==> src/rtl/fp_add_share.sv <==
// rtl/fp_add_share.sv - shares one pipelined fp_add between N_REQ requesters
// Define FP_ADD_SHARE_RR_EN for round-robin arbitration; default is fixed priority.
module fp_add_share #(
  parameter int N_REQ   = 4,
  parameter int LATENCY = 5
) (
  input  logic                 clk,
  input  logic                 rst,
  input  logic [N_REQ-1:0]     req_valid,
  output logic [N_REQ-1:0]     req_ready,
  input  logic [N_REQ*32-1:0]  req_op_a,
  input  logic [N_REQ*32-1:0]  req_op_b,
  output logic [N_REQ-1:0]     rsp_valid,
  output logic [31:0]          rsp_res,
  input  logic                 flush,
  output logic                 busy,
  output logic                 err,
  output logic                 fpu_start,
  output logic [31:0]          fpu_op_a,
  output logic [31:0]          fpu_op_b,
  input  logic                 fpu_done,
  input  logic [31:0]          fpu_res
);
  localparam int ID_W = $clog2(N_REQ);

  logic [ID_W-1:0] grant_id;
  logic            grant_any;
  logic            accept;
  logic [ID_W-1:0] start_id;

  logic [LATENCY-1:0] tag_v;
  logic [LATENCY-1:0] tag_d;
  logic [ID_W-1:0]    tag_id [LATENCY];

  logic deliver;

`ifdef FP_ADD_SHARE_RR_EN
  logic [ID_W-1:0] rr_ptr;
  logic [ID_W-1:0] rr_idx;

  // Walk downward from the farthest slot so the one nearest rr_ptr is written last and wins.
  always_comb begin
    grant_id  = '0;
    grant_any = 1'b0;
    rr_idx    = '0;
    for (int k = N_REQ - 1; k >= 0; k--) begin
      rr_idx = ID_W'((int'(rr_ptr) + k) % N_REQ);
      if (req_valid[rr_idx]) begin
        grant_any = 1'b1;
        grant_id  = rr_idx;
      end
    end
  end

  always_ff @(posedge clk) begin
    if (rst) begin
      rr_ptr <= '0;
    end else if (accept) begin
      rr_ptr <= (grant_id == ID_W'(N_REQ - 1)) ? '0 : grant_id + 1'b1;
    end
  end
`else
  always_comb begin
    grant_id  = '0;
    grant_any = 1'b0;
    for (int k = N_REQ - 1; k >= 0; k--) begin
      if (req_valid[k]) begin
        grant_any = 1'b1;
        grant_id  = ID_W'(k);
      end
    end
  end
`endif

  assign accept = grant_any & ~flush & ~rst;

  always_comb begin
    req_ready = '0;
    if (accept) req_ready[grant_id] = 1'b1;
  end

  always_ff @(posedge clk) begin
    if (rst) begin
      fpu_start <= 1'b0;
      fpu_op_a  <= '0;
      fpu_op_b  <= '0;
      start_id  <= '0;
    end else begin
      fpu_start <= accept;
      if (accept) begin
        fpu_op_a <= req_op_a[{grant_id, 5'd0} +: 32];
        fpu_op_b <= req_op_b[{grant_id, 5'd0} +: 32];
        start_id <= grant_id;
      end
    end
  end

  // Tag entry k holds the op started k+1 cycles ago; flush marks everything in flight.
  always_ff @(posedge clk) begin
    if (rst) begin
      tag_v <= '0;
      tag_d <= '0;
      for (int k = 0; k < LATENCY; k++) tag_id[k] <= '0;
    end else begin
      tag_v[0]  <= fpu_start;
      tag_d[0]  <= flush;
      tag_id[0] <= start_id;
      for (int k = 1; k < LATENCY; k++) begin
        tag_v[k]  <= tag_v[k-1];
        tag_d[k]  <= tag_d[k-1] | flush;
        tag_id[k] <= tag_id[k-1];
      end
    end
  end

  assign deliver = fpu_done & tag_v[LATENCY-1] & ~tag_d[LATENCY-1] & ~flush;

  always_ff @(posedge clk) begin
    if (rst) begin
      rsp_valid <= '0;
      rsp_res   <= '0;
      err       <= 1'b0;
    end else begin
      rsp_valid <= '0;
      if (deliver) begin
        rsp_valid[tag_id[LATENCY-1]] <= 1'b1;
        rsp_res                      <= fpu_res;
      end
      if (fpu_done != tag_v[LATENCY-1]) err <= 1'b1;
    end
  end

  assign busy = (|tag_v) | fpu_start;

endmodule
==> config.mk <==
export PLATFORM = sky130hd
export DESIGN_NAME = fp_add_share
export DESIGN_NICKNAME = d
export VERILOG_FILES = /design/src/rtl/fp_add_share.sv
export SDC_FILE = /design/constraint.sdc
export NUM_CORES = 1
export LEC_CHECK = 0
export CAP_MARGIN = 20
export CORE_AREA = 2 2 156 158
export CTS_BUF_LIST = sky130_fd_sc_hd__clkbuf_2 sky130_fd_sc_hd__clkbuf_4 sky130_fd_sc_hd__clkbuf_8
export CTS_CLUSTER_DIAMETER = 80
export DETAILED_ROUTE_END_ITERATION = 8
export DIE_AREA = 0 0 158 160
export PLACE_DENSITY_LB_ADDON = 0.08
export SLEW_MARGIN = 20
export SYNTH_ARGS = -nofsm -noshare
export SYNTH_HDL_FRONTEND = slang
export SYNTH_SLANG_ARGS = --single-unit
==> constraint.sdc <==
create_clock -name clk -period 3.7 [get_ports clk]
set_input_delay 0.555 -clock clk [delete_from_list [all_inputs] [get_ports clk]]
set_output_delay 0.555 -clock clk [all_outputs]
set_load 0.01 [all_outputs]
==> results of run 1 <==
## worst paths after layout
path                                    from      endpoint  cells after the start
worst min-delay path            tag_id[0][0]  tag_id[0][2]                      1
worst max-delay path                   flush  req_ready[2]                      5
worst min register to register  tag_id[0][0]  tag_id[0][2]                      1
worst max register to register      tag_v[4]  rsp_valid[3]                      4
## flip-flops by register name, indices dropped and copies added, names as in the netlist
| register | count |
|---|---|
| err | 1 |
| fpu_op_b | 32 |
| start_id | 2 |
| tag_id | 10 |
| fpu_start | 1 |
| rsp_valid | 4 |
| tag_d | 5 |
| fpu_op_a | 32 |
| tag_v | 5 |
| rsp_res | 32 |
## per-layer routing
metal	vias to the layer above	part of all wire	GRT usage
met5	-	0	0
met4	0	0.024	0.06470
met3	31	0.077	0.06431
met2	242	0.50	0.3348
met1	2819	0.40	0.2096
li1	3021	-	-
## cell families after synthesis
logic type,synth area share
AND/OR/NAND/NOR,0.1449
AO/OA/AOI/OAI,0.2542
flip-flops,0.4375
buffers and inverters,0.06218
multiplexers,0.09901
adder cells (fa/ha/maj),0.002205
## power by group
group	switching [mW]	internal [mW]	leakage, nW
clock network	0.638	0.575	0.199
logic	0.273	0.499	2.49
registers	0.0340	1.40	1.01
## worst reg2reg max path: cells and delay by family (launching register included)
kind | cells | cell delay [ps]
adders and majority gates | 1 | 190
DFF | 1 | 370
and+or+nand+nor | 3 | 1210
## layout make-up
| cell class | count | share of cell area |
|---|---|---|
| clock buffers | 18 | 0.02398 |
| multi-input cells | 413 | 0.2775 |
| diodes | 2 | 0.0004845 |
| well taps | 324 | 0.03924 |
| flip-flops and latches | 124 | 0.2403 |
| inverters | 17 | 0.006177 |
| clock inverters | 14 | 0.01429 |
| repair buffers | 415 | 0.3980 |
## cell usage in the layout, fill, tap and decap left out, types with 2 or more instances in the layout
master             n
a21oi_1           33
a221o_1           49
a22oi_1           49
and2_1             2
buf_2              2
buf_4             13
clkbuf_8          18
clkdlybuf4s50_1  400
clkinv_4           4
dfxtp_1          124
diode_2            2
inv_1             17
inv_6              6
inv_8              2
mux2_1             6
mux2_2            43
nand2_1           69
nand2b_1          18
nor2_1            67
nor2b_1           15
nor4_1             2
o221ai_1          30
o32ai_1           15
## metrics by stage
step / utilization / cells / total power [mW] / hold WS [ps]
floorplan: - / 612 / 1.730 / 409.3
finish: 0.4337 / 1327 / 3.418 / 438.0
CTS: 0.4334 / 1325 / 3.474 / 438.8
global route: 0.4336 / 1326 / 3.583 / 456.1
global placement: 0.4169 / 1293 / 2.243 / 414.3
detailed placement: 0.4169 / 1293 / 2.240 / 423.5
==> flow_metrics.tcl, run 1 <==
set metrics [dict create \
    timing.final.crit_share 0.8542 \
    fmax_ghz 0.3164 \
    wire_per_inst_um 18.50 \
    rows 57 \
    yosys.area.top_type_share 0.4375 \
    crit_slowest_cell "clkdlybuf4s50_1" \
    period_minus_slack_ps 3161 \
    drt_iter0_drc 242 \
    synthTopCellsByCount "dfxtp_1 (124), nand2_1 (69), nor2_1 (68)" \
    worst-r2r-setup-slack_ps 1880 \
    port_buffers 402 \
    wl_um 24550 \
    multi_input_area_um2 2867 \
    fin_area_um2 10330 \
    cts_sinks 124 \
    synth_area_leader_cell "dfxtp_1" \
    clock_latency_ps 440 \
    grt_max_degree 72 \
    numCtsBuffers 17 \
    async_flop_share 0 \
    io_pins 403 \
    worstPathMaxFanout 10 \
    cellPowerDensity_nw_per_um2 330.8 \
    drive_above_1_share 0.09890 \
    hpwl_um 17790 \
    maxCapViolCount 0 \
    hp-class "flop to flop" \
    worst_ep_arrival_time_ps 2610 \
    critPathBufInv 2 \
    synth_area_leaders "dfxtp_1 (44%), a221o_1 (8.6%), mux2_2 (8.5%)" \
    synth-edff-count 0 \
    ant_nets 0 \
    finalHoldViolCount 0 \
    synthFlopType "dfxtp_1" \
    cts_tree "built" \
    rsz0062_at_grt "no" \
    finalSetupTns_ps 0 \
    grt_pass1_wl_um 36160 \
    ctsResizeCount 0 \
    tightest_slew_ps 798.5 \
    endpoint_kind "primary output" \
    max_stage_delay_ps 620 \
    first_pass_iters 4 \
    vias 6113 \
    maxSlewHeadroom 0.4677 \
    antenna_found_initial 2 \
    cts_hold_buffers 0 \
    yosys_register_bits 124 \
    area_growth_pct 82.05 \
    critPathLaunchType "input port" \
    place_area_um2 9930 \
    path_cells "clkdlybuf4s50_1 -> or2_2 -> nor4_4 -> and2_1 -> clkdlybuf4s50_1" \
    synth_warnings 0 \
    synth.distinct_cells 33 \
    ir_drop_v 0.0002063 \
    crit_type "input port to primary output" \
    cts_max_path_buffers 2 \
    setup_viol 0 \
    cts-root-buf "clkbuf_8" \
    start_util 0.2382 \
    clock_skew_ps 13.23 \
    critPathRequiredTime_ps 3140 \
    avgSynthCellArea_um2 9.272 \
    setup_slack_ps 539.3 \
    outcome "complete, no violations" \
    leakage_nw 3.699 \
    ys_seq_area_frac 0.4375 \
    critPathTopFamily "buffers and inverters" \
    routabilityCongestion 0.7957 \
    slew_viol_final 0 \
    fill_cells 2414 \
    h-tree-depth 4 \
    grt_use_total 0.1891 \
    clkTransAtPathRegs_ps 80 \
    crit_path_frequent_cell "clkdlybuf4s50_1" \
    dieArea_um2 25280 \
    post-cts-setup-buffer-count 0 \
    mappedNetlistArea_um2 5674 \
    synth.most_common_cell "dfxtp_1" \
    drc_errors 0 \
    chipHeight_um 160 \
    place_worst_setup_slack_ps 494.6 \
    fp.dieW_um 158 \
    mappedNetlistNets 909 \
    synth_cells 612 \
    fin_nets 1285 \
    core_um2 23820 \
    grt_pass1_vias 6295 \
    viasPerCell 4.607 \
    gr-total-overflow 0 \
    seq_area_um2 2482 \
]
(Power assumes the default switching activity.)
==> run 2, diff against run 1 <==
HOLD_SLACK_MARGIN = 0.1   (was default)
REMOVE_ABC_BUFFERS = 1   (was default)
==> run 2 against run 1 <==
Combinational power grew 0.5%. Clock power grew 6%. Power grew 2.2%. Die area is the same. Non-clock buffer count is the same. Final cell count shrank 0.15%. Flip-flop and latch count is the same. Sequential share of layout area is essentially flat. Critical path depth grew 1. Clock skew shrank 1.6 ps. Critical endpoint unchanged. Largest power group unchanged.
==> flow_metrics.tcl, run 2 (synthesis gave the netlist of run 1 again) <==
set metrics [dict create \
    ir_drop_v 0.0002013 \
    setup_viol 0 \
    p_int_mw 2.585 \
    wl_um 25510 \
    cts_max_path_buffers 2 \
    tightest_slew_ps 808.1 \
    setup_slack_ps 686.7 \
    crit_path_frequent_cell "clkdlybuf4s50_1" \
    power_frac_comb 0.222 \
    drt_iter0_drc 314 \
    cts_hold_buffers 0 \
    grt_max_degree 72 \
    whs_ps 432.8 \
    reg2reg_from "tag_v[4]" \
    crit_start "flush" \
    power_frac_clock 0.367 \
    wire_per_inst_um 19.25 \
    fp.dieW_um 158 \
    finalHoldViolCount 0 \
    hpwl_um 18730 \
    fin_nets 1285 \
    routabilityCongestion 0.8314 \
    worst_ep_arrival_time_ps 2460 \
    ant_nets 0 \
    cts_sinks 124 \
    switching_share 0.2599 \
    first_pass_iters 6 \
    port_buffers 402 \
    gr-total-overflow 0 \
    clkTransAtPathRegs_ps 80 \
    period_minus_slack_ps 3013 \
    leakage_nw 3.709 \
    critPathLaunchType "input port" \
    critPathBufInv 3 \
    area_growth_pct 82.31 \
    fmax_ghz 0.3319 \
    viasPerCell 4.685 \
    place_worst_setup_slack_ps 648.3 \
    seqPwrFrac 0.410 \
    slew_viol_final 0 \
    rows 57 \
    rsz0062_at_grt "no" \
    outcome "complete, no violations" \
    cts_tree "built" \
    numCtsBuffers 17 \
    vias 6207 \
    grt_pass1_vias 6215 \
    path_cells "clkdlybuf4s50_1 -> buf_4 -> or2_2 -> nor4_4 -> and2_1 -> clkdlybuf4s50_1" \
    drive_above_1_share 0.09800 \
    endpoint_kind "primary output" \
    timing.final.crit_share 0.8144 \
    h-tree-depth 4 \
    hold_start "tag_id[0][4]" \
    maxCapViolCount 0 \
    critPathTopFamily "buffers and inverters" \
    post-cts-setup-buffer-count 0 \
    cellPowerDensity_nw_per_um2 337.6 \
    finalSetupTns_ps 0 \
    maxSlewHeadroom 0.4613 \
    max_stage_delay_ps 610 \
    antenna_found_initial 2 \
    cts-root-buf "clkbuf_8" \
    place_area_um2 9930 \
    critPathRequiredTime_ps 3140 \
    chipHeight_um 160 \
    worstPathMaxFanout 10 \
    crit_slowest_cell "clkdlybuf4s50_1" \
    power.switching_uw 907.9 \
    dieArea_um2 25280 \
    core_um2 23820 \
    final_cell_mix "clkdlybuf4s50_1 (400), dfxtp_1 (124), nand2_1 (69)" \
    layout_commonest_cell "clkdlybuf4s50_1" \
    io_pins 403 \
    clock_latency_ps 430 \
    ctsResizeCount 0 \
    fin_area_um2 10340 \
    clock_skew_ps 11.61 \
    largestRegisters "fpu_op_a (32), fpu_op_b (32), rsp_res (32)" \
    grt_pass1_wl_um 37560 \
    drc_errors 0 \
    start_util 0.2382 \
    hp-class "flop to flop" \
    grt_use_total 0.1969 \
    crit_type "input port to primary output" \
]
run 2: layer usage:
layer	vias up	track usage	part of all wire
li1	3014	-	-
met1	2906	0.2317	0.40
met2	250	0.3348	0.50
met3	35	0.06947	0.081
met4	2	0.05938	0.020
met5	-	0	0.00051
run 2: stage by stage:
stage,total power [mW],util,std cells
final,3.493,0.4343,1325
after global routing,3.666,0.4343,1325
after CTS,3.553,0.4342,1324
after detailed placement,2.245,0.4169,1293
after global placement,2.247,0.4169,1293
after floorplan,1.697,-,554
run 2: cell type report:
class | instances | area [µm²]
clock inverter | 13 | 165.2
timing repair buffer | 415 | 4111
fill | 2465 | 13480
inverter | 17 | 63.81
multi-input combinational | 413 | 2867
antenna | 1 | 2.502
tap | 324 | 405.4
clock buffer | 18 | 247.7
sequential | 124 | 2482
run 2: final timing paths:
| path | to | slack [ps] | cells after the start |
|---|---|---|---|
| max | req_ready[2] | 690 | 6 |
| min | tag_id[0][6] | 430 | 1 |
| max reg2reg | rsp_valid[3] | 1950 | 4 |
| min reg2reg | tag_id[0][6] | 430 | 1 |
run 2: power by group through the flow:
| stage | clock network [mW] | logic [mW] | registers, mW |
|---|---|---|---|
| after floorplan | 0 | 0.211 | 1.49 |
| after global placement | 0 | 0.784 | 1.46 |
| after detailed placement | 0 | 0.783 | 1.46 |
| after CTS | 1.33 | 0.786 | 1.43 |
| after global routing | 1.39 | 0.833 | 1.44 |
| final | 1.28 | 0.777 | 1.43 |
==> run 3, diff against run 2 <==
CORE_AREA = 2 2 158 160   (was 2 2 156 158)
DIE_AREA = 0 0 160 162   (was 0 0 158 160)
clock period = 2.8 ns   (was 3.7 ns; I/O delays follow)
==> run 3 against run 2 <==
Global-route usage is 0.57 points lower. Routed wire length grew 1.1%. Final area grew 0.51%. Via count is 1.1% lower. Clock power is 34% higher. Critical path depth is 1 lower. Non-clock buffer count rose by 1. Sequential share of layout area down 0.12 points. Combinational power is 34% higher. Highest routed layer is now met4.
==> flow_metrics.tcl, run 3 (synthesis gave the netlist of run 1 again) <==
set metrics [dict create \
    fp.dieW_um 160 \
    grt_pass1_vias 6234 \
    place_worst_setup_slack_ps 107.2 \
    port_buffers 402 \
    hold_start "rst" \
    busiest_layer "met2" \
    routabilityCongestion 0.8400 \
    drt_iter0_drc 332 \
    post-cts-setup-buffer-count 0 \
    viasPerCell 4.627 \
    tightest_slew_ps 809.4 \
    area_growth_pct 83.24 \
    seq_area_um2 2482 \
    critPathRequiredTime_ps 2380 \
    drive_above_1_share 0.09890 \
    r2r_end "rsp_valid[3]" \
    drc_errors 0 \
    vias 6136 \
    max_stage_delay_ps 630 \
    cts-root-buf "clkbuf_8" \
    outcome "complete, no violations" \
    cts_sinks 124 \
    hpwl_um 18940 \
    grt.met3_usage 0.06563 \
    setup_viol 0 \
    clock_latency_ps 430 \
    hold_depth 4 \
    dieArea_um2 25920 \
    reg2reg_depth 4 \
    antenna_found_initial 1 \
    worstPathMaxFanout 2 \
    ctsResizeCount 0 \
    start_util 0.2354 \
    crit_start "flush" \
    maxCapViolCount 0 \
    clock_skew_ps 14.47 \
    clkTransAtPathRegs_ps 60 \
    cts_max_path_buffers 2 \
    wire_per_inst_um 19.45 \
    grt_pass1_wl_um 37890 \
    ir_drop_v 0.0002209 \
    path_cells "clkdlybuf4s50_1 -> or2_2 -> nor4_4 -> and2_1 -> clkdlybuf4s50_1" \
    crit_path_frequent_cell "clkdlybuf4s50_1" \
    multi_input_area_um2 2867 \
    cts_tree "built" \
    chipHeight_um 162 \
    io_pins 403 \
    crit_type "input port to primary output" \
    period_minus_slack_ps 2652 \
    final_cell_mix "clkdlybuf4s50_1 (400), dfxtp_1 (124), nand2_1 (69)" \
    rows 57 \
    cellPowerDensity_nw_per_um2 447.3 \
    fill_cells 2465 \
    cts_hold_buffers 0 \
    hp-class "input port to flop" \
    fmax_ghz 0.3771 \
    numCtsBuffers 17 \
    grt_use_total 0.1912 \
    finalSetupTns_ps 0 \
    whs_ps 419.4 \
    dp_cells 1294 \
    endpoint_kind "primary output" \
    timing.final.crit_share 0.9471 \
    met1_usage 0.2239 \
    worst_ep_arrival_time_ps 2230 \
    ant_nets 0 \
    critPathLaunchType "input port" \
    reg2reg_from "tag_v[4]" \
    largestRegisters "fpu_op_a (32), fpu_op_b (32), rsp_res (32)" \
    gr-total-overflow 0 \
    finalHoldViolCount 0 \
    h-tree-depth 4 \
    core_um2 24110 \
    holdPathEnd "start_id[1]" \
    met2_usage 0.3298 \
    wl_um 25790 \
    leakage_nw 3.726 \
    power.total_mw 4.651 \
    worst-r2r-setup-slack_ps 1020 \
    layoutNonFillerInstCount 1326 \
    grt_max_degree 72 \
    critPathBufInv 2 \
    first_pass_iters 7 \
    setup_slack_ps 148.2 \
    crit_slowest_cell "clkdlybuf4s50_1" \
    rsz0062_at_grt "no" \
    fin_nets 1286 \
    critPathTopFamily "buffers and inverters" \
    maxSlewHeadroom 0.4604 \
    slew_viol_final 0 \
    layout_commonest_cell "clkdlybuf4s50_1" \
]
-- run 3: power breakdown --
part	switching (mW)	internal [mW]
logic	0.370	0.667
clock network	0.762	0.957
registers	0.0462	1.85
-- run 3: through the flow --
| step | area (µm²) | utilization |
|---|---|---|
| after floorplan | 5385 | - |
| after global placement | 9975 | 0.4138 |
| after detailed placement | 9975 | 0.4138 |
| after CTS | 10400 | 0.4312 |
| after global routing | 10400 | 0.4313 |
| final | 10400 | 0.4313 |
-- run 3: worst max-delay path by stage --
| stage | to | slack [ps] | cells after the start |
|---|---|---|---|
| 3_3_place_gp | req_ready[2] | 100 | 5 |
| 6_report | req_ready[2] | 150 | 5 |
| 5_1_grt | req_ready[2] | 60 | 5 |
| 2_1_floorplan | req_ready[2] | -480 | 3 |
| 3_5_place_dp | req_ready[2] | 110 | 5 |
| 4_1_cts | req_ready[2] | 90 | 5 |
-- run 3: area by class of cell --
cell class                      instances  share of cell area
Antenna cell                            1           0.0002407
Clock buffer                           21             0.02720
Clock inverter                         10             0.01324
Inverter                               17            0.006137
Multi-Input combinational cell        413              0.2757
Sequential cell                       124              0.2387
Tap cell                              324             0.03899
Timing Repair Buffer                  416              0.3998
-- run 3: worst reg2reg max path, stage by stage (launching register included) --
cell	delay, ps
dfxtp_1	350
ha_1	150
or3b_2	760
nor2_1	280
and3_1	180
-- run 3: routing by layer --
| layer | wire length, µm | vias to the layer above |
|---|---|---|
| met4 | 582 | 0 |
| met5 | 0 | - |
| li1 | - | 3017 |
| met3 | 1965 | 28 |
| met2 | 12770 | 247 |
| met1 | 10470 | 2844 |
